### config.mk
export PLATFORM = sky130hd
export DESIGN_NAME = axi_lite_regfile
export DESIGN_NICKNAME = d
export VERILOG_FILES = /design/src/rtl/axi_lite_pkg.sv /design/src/rtl/axi_lite_regfile.sv
export SDC_FILE = /design/constraint.sdc
export NUM_CORES = 1
export LEC_CHECK = 0
export CELL_PAD_IN_SITES_DETAIL_PLACEMENT = 2
export CELL_PAD_IN_SITES_GLOBAL_PLACEMENT = 2
export CORE_MARGIN = 5
export CORE_UTILIZATION = 35
export CTS_BUF_LIST = sky130_fd_sc_hd__clkbuf_8
export CTS_CLUSTER_DIAMETER = 200
export DETAILED_ROUTE_END_ITERATION = 6
export PLACE_DENSITY_LB_ADDON = 0.2
export SLEW_MARGIN = 20
export SYNTH_ARGS = -nofsm -noshare
export SYNTH_HDL_FRONTEND = slang
export SYNTH_SLANG_ARGS = --single-unit
### constraint.sdc
create_clock -name ACLK -period 6.85 [get_ports ACLK]
set_input_delay 0.685 -clock ACLK [delete_from_list [all_inputs] [get_ports ACLK]]
set_output_delay 0.685 -clock ACLK [all_outputs]
set_load 0.05 [all_outputs]
### src/rtl/axi_lite_pkg.sv
// Shared types for the AXI-lite register file: response codes, channel FSM states
// and the word-index helpers used to decode byte addresses into register slots.
package axi_lite_pkg;

    typedef enum logic [1:0] {
        OKAY   = 2'b00,
        SLVERR = 2'b10
    } resp_t;

    typedef enum logic [1:0] {
        W_IDLE,
        W_HAVE_ADDR,
        W_HAVE_DATA,
        W_RESP
    } wr_state_t;

    typedef enum logic {
        R_IDLE,
        R_DATA
    } rd_state_t;

    // Registers are word aligned; byte-offset bits below this are ignored.
    localparam int unsigned WORD_LSB = 2;

    // Index bits needed to cover NUM_RW r/w words plus the status and ID words.
    function automatic int unsigned idx_width(input int unsigned num_rw);
        return $clog2(num_rw + 2);
    endfunction

endpackage

### src/rtl/axi_lite_regfile.sv
// AXI-lite slave: NUM_RW r/w registers, a live status word and a constant ID word.
// Write response / read data one cycle after the completing handshake; one txn per channel, held until B/RREADY.
module axi_lite_regfile
    import axi_lite_pkg::*;
#(
    parameter int                    ADDR_WIDTH = 32,
    parameter int                    DATA_WIDTH = 32,
    parameter int                    NUM_RW     = 6,
    parameter logic [DATA_WIDTH-1:0] ID_VALUE   = 32'hA11E_0001
) (
    input  logic                         ACLK,
    input  logic                         ARESETn,
    input  logic [ADDR_WIDTH-1:0]        AWADDR,
    input  logic                         AWVALID,
    output logic                         AWREADY,
    input  logic [DATA_WIDTH-1:0]        WDATA,
    input  logic [DATA_WIDTH/8-1:0]      WSTRB,
    input  logic                         WVALID,
    output logic                         WREADY,
    output logic [1:0]                   BRESP,
    output logic                         BVALID,
    input  logic                         BREADY,
    input  logic [ADDR_WIDTH-1:0]        ARADDR,
    input  logic                         ARVALID,
    output logic                         ARREADY,
    output logic [DATA_WIDTH-1:0]        RDATA,
    output logic [1:0]                   RRESP,
    output logic                         RVALID,
    input  logic                         RREADY,
    input  logic [DATA_WIDTH-1:0]        hw_status,
    output logic [NUM_RW*DATA_WIDTH-1:0] reg_q,
    output logic [NUM_RW-1:0]            wr_pulse
);

    localparam int             IDX_W      = idx_width(NUM_RW);
    localparam int             STRB_W     = DATA_WIDTH / 8;
    localparam logic [IDX_W-1:0] IDX_STATUS = IDX_W'(NUM_RW);
    localparam logic [IDX_W-1:0] IDX_ID     = IDX_W'(NUM_RW + 1);

    function automatic logic in_range(input logic [ADDR_WIDTH-1:0] a);
        return (a >> (IDX_W + WORD_LSB)) == '0;
    endfunction

    function automatic logic [IDX_W-1:0] idx_of(input logic [ADDR_WIDTH-1:0] a);
        return a[IDX_W+WORD_LSB-1:WORD_LSB];
    endfunction

    // Holds all readies low until the first edge after reset release.
    logic ready_en_q;

    wr_state_t               wr_state_q, wr_state_d;
    logic [ADDR_WIDTH-1:0]   awaddr_q, awaddr_d;
    logic [DATA_WIDTH-1:0]   wdata_q, wdata_d;
    logic [STRB_W-1:0]       wstrb_q, wstrb_d;
    resp_t                   bresp_q, bresp_d;

    rd_state_t               rd_state_q, rd_state_d;
    logic [DATA_WIDTH-1:0]   rdata_q, rdata_d;
    resp_t                   rresp_q, rresp_d;

    logic [NUM_RW-1:0][DATA_WIDTH-1:0] regs_q, regs_d;
    logic [NUM_RW-1:0]                 wr_pulse_q, wr_pulse_d;

    logic                  aw_hs, w_hs, ar_hs;
    logic                  commit, wr_ok;
    logic [ADDR_WIDTH-1:0] eff_addr;
    logic [DATA_WIDTH-1:0] eff_data;
    logic [STRB_W-1:0]     eff_strb;
    logic [IDX_W-1:0]      wr_idx, ar_idx;
    logic                  unused_addr_lsbs;

    assign AWREADY = ready_en_q && (wr_state_q == W_IDLE || wr_state_q == W_HAVE_DATA);
    assign WREADY  = ready_en_q && (wr_state_q == W_IDLE || wr_state_q == W_HAVE_ADDR);
    assign ARREADY = ready_en_q && (rd_state_q == R_IDLE);
    assign BVALID  = (wr_state_q == W_RESP);
    assign BRESP   = bresp_q;
    assign RVALID  = (rd_state_q == R_DATA);
    assign RRESP   = rresp_q;
    assign RDATA   = rdata_q;
    assign reg_q   = regs_q;
    assign wr_pulse = wr_pulse_q;

    assign aw_hs = AWVALID && AWREADY;
    assign w_hs  = WVALID && WREADY;
    assign ar_hs = ARVALID && ARREADY;

    // The commit cycle merges whichever half arrives now with the half already held.
    assign eff_addr = aw_hs ? AWADDR : awaddr_q;
    assign eff_data = w_hs  ? WDATA  : wdata_q;
    assign eff_strb = w_hs  ? WSTRB  : wstrb_q;
    assign wr_idx   = idx_of(eff_addr);
    assign wr_ok    = in_range(eff_addr) && (wr_idx < IDX_STATUS);
    assign ar_idx   = idx_of(ARADDR);
    assign unused_addr_lsbs = ^{eff_addr[WORD_LSB-1:0], ARADDR[WORD_LSB-1:0]};

    always_comb begin
        wr_state_d = wr_state_q;
        awaddr_d   = awaddr_q;
        wdata_d    = wdata_q;
        wstrb_d    = wstrb_q;
        bresp_d    = bresp_q;
        commit     = 1'b0;
        case (wr_state_q)
            W_IDLE: begin
                if (aw_hs && w_hs) begin
                    wr_state_d = W_RESP;
                    commit     = 1'b1;
                end else if (aw_hs) begin
                    wr_state_d = W_HAVE_ADDR;
                    awaddr_d   = AWADDR;
                end else if (w_hs) begin
                    wr_state_d = W_HAVE_DATA;
                    wdata_d    = WDATA;
                    wstrb_d    = WSTRB;
                end
            end
            W_HAVE_ADDR: begin
                if (w_hs) begin
                    wr_state_d = W_RESP;
                    commit     = 1'b1;
                end
            end
            W_HAVE_DATA: begin
                if (aw_hs) begin
                    wr_state_d = W_RESP;
                    commit     = 1'b1;
                end
            end
            W_RESP: begin
                if (BREADY) begin
                    wr_state_d = W_IDLE;
                end
            end
            default: wr_state_d = W_IDLE;
        endcase
        if (commit) begin
            bresp_d = wr_ok ? OKAY : SLVERR;
        end
    end

    always_comb begin
        regs_d     = regs_q;
        wr_pulse_d = '0;
        if (commit && wr_ok) begin
            wr_pulse_d[wr_idx] = 1'b1;
            for (int b = 0; b < STRB_W; b++) begin
                if (eff_strb[b]) begin
                    regs_d[wr_idx][8*b +: 8] = eff_data[8*b +: 8];
                end
            end
        end
    end

    // Reads sample regs_q, so a write committing on the same edge is not visible yet.
    always_comb begin
        rd_state_d = rd_state_q;
        rdata_d    = rdata_q;
        rresp_d    = rresp_q;
        case (rd_state_q)
            R_IDLE: begin
                if (ar_hs) begin
                    rd_state_d = R_DATA;
                    rdata_d    = '0;
                    rresp_d    = OKAY;
                    if (!in_range(ARADDR)) begin
                        rresp_d = SLVERR;
                    end else if (ar_idx < IDX_STATUS) begin
                        rdata_d = regs_q[ar_idx];
                    end else if (ar_idx == IDX_STATUS) begin
                        rdata_d = hw_status;
                    end else if (ar_idx == IDX_ID) begin
                        rdata_d = ID_VALUE;
                    end else begin
                        rresp_d = SLVERR;
                    end
                end
            end
            R_DATA: begin
                if (RREADY) begin
                    rd_state_d = R_IDLE;
                end
            end
            default: rd_state_d = R_IDLE;
        endcase
    end

    always_ff @(posedge ACLK or negedge ARESETn) begin
        if (!ARESETn) begin
            ready_en_q <= 1'b0;
            wr_state_q <= W_IDLE;
            awaddr_q   <= '0;
            wdata_q    <= '0;
            wstrb_q    <= '0;
            bresp_q    <= OKAY;
        end else begin
            ready_en_q <= 1'b1;
            wr_state_q <= wr_state_d;
            awaddr_q   <= awaddr_d;
            wdata_q    <= wdata_d;
            wstrb_q    <= wstrb_d;
            bresp_q    <= bresp_d;
        end
    end

    always_ff @(posedge ACLK or negedge ARESETn) begin
        if (!ARESETn) begin
            regs_q     <= '0;
            wr_pulse_q <= '0;
        end else begin
            regs_q     <= regs_d;
            wr_pulse_q <= wr_pulse_d;
        end
    end

    always_ff @(posedge ACLK or negedge ARESETn) begin
        if (!ARESETn) begin
            rd_state_q <= R_IDLE;
            rdata_q    <= '0;
            rresp_q    <= OKAY;
        end else begin
            rd_state_q <= rd_state_d;
            rdata_q    <= rdata_d;
            rresp_q    <= rresp_d;
        end
    end

endmodule

==> metrics.csv <==
stage,metric,value,unit
setup_path,worst_ep_required_time,7.36,ns
layout,post-route-util,49.0,%
layout,area_delta_synth_final,38.8,%
timing,rsz0062_at_grt,no,
routing,met2_length,25500,microns
clock_tree,post_cts_resized,0,
pwr,pwr-share-comb,22.9,%
timing,hold_violations,0,
routing,vias_per_cell,5.26,
setup_path,cp-startpoint,wr_state_q[0],
synth,avgSynthCellArea,14.2,sq um
floorplan,coreArea,39700,sq um
timing,tns,0,ns
clock_tree,cts_sinks,302,
routing,drt-initial-drc-count,328,
timing,slew_headroom,27.2,%
placed_design,dpl_worst_slack,2.64,ns
clock_tree,htree_levels,2,
clock_tree,cts_setup_buffers,0,
floorplan,ios,378,
setup_path,worstSetupEndpoint,reg_q[24],
setup_path,reg2reg_from,wr_state_q[0],
floorplan,initial_core_util,35.3,%
floorplan,dieArea,44200,sq um
layout,final_cell_area,19500,sq um
clock_tree,clkLatencyLatePin,0.62,ns
synth,yosysWarnings,0,
setup_path,r2r-end,reg_q[24],
placed_design,numPortBuffers,371,
routing,dr.max_layer_used,met5,
synth,synth_seq_cells,302,
grt,grt_max_degree,173,
setup_path,reg2regPathDepth,8,
clock_tree,clkTransAtPathRegs,0.06,ns
synth,synthesis.area,14000,sq um
pwr,peakVddDrop,0.162,mV
timing,period_needed,3.87,ns
setup_path,path_class,flop to flop,
placed_design,dp_hpwl,35500,microns
clock_tree,numCtsBuffers,56,
routing,met3WireLength,3240,microns
synth,synth_edf_count,0,
synth,synth-async-reset-ratio,100,%
setup_path,crit_arrival,4.38,ns
synth,yosys-top-cells-count,"dfrtp_1 (302), mux2_2 (294), nor2_1 (60)",
job,max_cap_violations,0,
layout,drive_above_1_share,32.7,%
setup_path,crit_fanout,24,
routing,ant_nets,0,
synth,synth_cells,985,
pwr,switching_power,1.57,mW
synth,synth_top_area_cell,dfrtp_1,
timing,finalSetupViolations,0,
timing,drv_slew,0,
synth,ys_types,39,
timing,worst_pin_slew,1.09,ns
setup_path,end_kind,flop,
timing,skew,0.0242,ns
grt,track_usage,22.9,%
routing,wirelength,51600,microns
status,status,finished clean,
pwr,p_leak,8.52,nW
pwr,p_int,3.42,mW
routing,vias,10200,
grt,grt_pass1_vias,11600,
floorplan,die_h,210,microns
worst_hold_path,hold_path_class,input port to async pin,
routing,wl_met1,21800,microns
setup_path,critPathLaunchType,flop,
grt,antenna_found_initial,7,
placed_design,post_dp_cell_area,18300,sq um
synth,ys_top_cells_by_area,"dfrtp_1 (54%), mux2_2 (24%), mux4_2 (5.1%), a211oi_4 (2.9%), a21oi_1 (2.0%)",
routing,drcViolationCount,0,
floorplan,num_rows,73,
timing,holdWs,0.0421,ns
synth,synth_most_common_cell,dfrtp_1,
grt,grt_pass1_wl,77400,microns
routing,first_pass_iters,4,
timing,post-route-period-util,56.6,%
pwr,p_clk_share,35.3,%
placed_design,place.gp.congestion,0.770,
synth,yosysSeqAreaShare,53.9,%
grt,gr-total-overflow,0,
clock_tree,cts_tree,built,
routing,wl_per_cell,26.5,microns
clock_tree,cts_root_buf,clkbuf_8,
pwr,power.share.sequential,41.8,%
clock_tree,cts_hold_buf,0,
pwr,p_per_area,256,nW/um^2
clock_tree,clockBufferDepth,3,
floorplan,die_x,210,microns
pwr,switching_share,31.4,%
synth,synth_top_cell_area_share,53.9,%
synth,synthFlopType,dfrtp_1,
timing,finalWorstSetupSlack,2.98,ns
timing,fmax,258,MHz
setup_path,r2r_slack,2.98,ns
layout,fin_nets,1520,
-- critical path, stage by stage, from the launching register on --
cell and delay (ns):
dfrtp_1 0.41, inv_1 0.12, ha_1 0.38, nand3_1 0.12, a21oi_1 0.30, or4b_2 0.66
buf_4 0.34, a211oi_2 0.97, mux2_2 0.43
-- area by class of cell --
cell class / count / area, sq um
fill: 3821 / 20300
inverter: 13 / 48.8
timing repair buffer: 385 / 3830
clock buffer: 72 / 991
multi-input combinational: 619 / 6240
tap: 525 / 657
antenna: 2 / 5.00
sequential: 302 / 7560
clock inverter: 29 / 146
-- through the flow --
stage                     instances  power, mW
after floorplan                 986       2.83
after global placement         1844       3.20
after detailed placement       1844       3.27
after CTS                      1945       5.06
after global routing           1946       5.24
final                          1947       4.99
-- cell usage in the layout, fill, tap and decap left out, types with 3 or more instances in the layout --
master	synthesis	final
nor3_1	4	3
o221ai_1	8	8
nand2_1	6	4
dfrtp_1	302	302
a21oi_1	56	56
ha_1	4	4
mux2i_1	27	27
conb_1	2	3
mux4_2	32	32
a31oi_2	0	4
clkbuf_8	0	72
a211oi_2	4	4
nor2_1	60	60
a211oi_4	20	20
a22o_1	32	32
mux2i_2	4	4
clkinv_2	0	9
nor4b_1	4	4
o21a_1	3	3
nor4_1	19	19
nand4_1	4	4
clkdlybuf4s50_1	0	367
nor2b_1	4	3
o21ai_0	11	11
inv_1	13	32
buf_4	3	15
mux2_2	294	294
-- logic make-up (layout without fill, tap and decap cells) --
kind of cell	Yosys count	in the layout	share of synthesized area [%]
AO/OA/AOI/OAI	144	144	8.78
adder cells (fa/ha/maj)	4	4	0.357
buffers and inverters	65	499	2.00
flip-flops	302	302	53.9
multiplexers	357	357	31.1
other	2	5	0.0535
AND/OR/NAND/NOR	111	111	3.89
-- how the worst min path moves through the flow --
stage | from | endpoint | slack (ns) | cells past startpoint
finish | ARESETn | awaddr_q[16] | 0.04 | 1
global placement | BRESP[1] | BRESP[1] | 0.47 | 1
detailed placement | wdata_q[1] | wdata_q[1] | 0.49 | 1
floorplan | ARESETn | BRESP[1] | 0.39 | 0
global route | ARESETn | awaddr_q[12] | 0.09 | 1
CTS | ARESETn | awaddr_q[16] | 0.04 | 1
-- power groups by stage --
stage,clock (mW),combinational (mW),sequential (mW)
finish,1.76,1.14,2.09
global route,1.91,1.23,2.10
CTS,1.82,1.16,2.09
detailed placement,0,1.15,2.12
global placement,0,1.10,2.10
floorplan,0,0.742,2.08
-- registers in the layout (all words and copies together) (netlist names) --
| name | flops |
|---|---|
| reg_q | 192 |
| RDATA | 32 |
| wdata_q | 32 |
| awaddr_q | 30 |
| wr_pulse | 6 |
| wstrb_q | 4 |
| wr_state_q | 2 |
| BRESP | 1 |
| RRESP | 1 |
| RVALID | 1 |
| ready_en_q | 1 |
-- per-layer routing --
layer / track usage (%) / up-vias
met2: 38.8 / 289
met5: 0 / -
met3: 6.16 / 82
met4: 6.05 / 10
li1: - / 4480
met1: 29.3 / 5385
No activity file was read; power rests on OpenSTA's default activity.
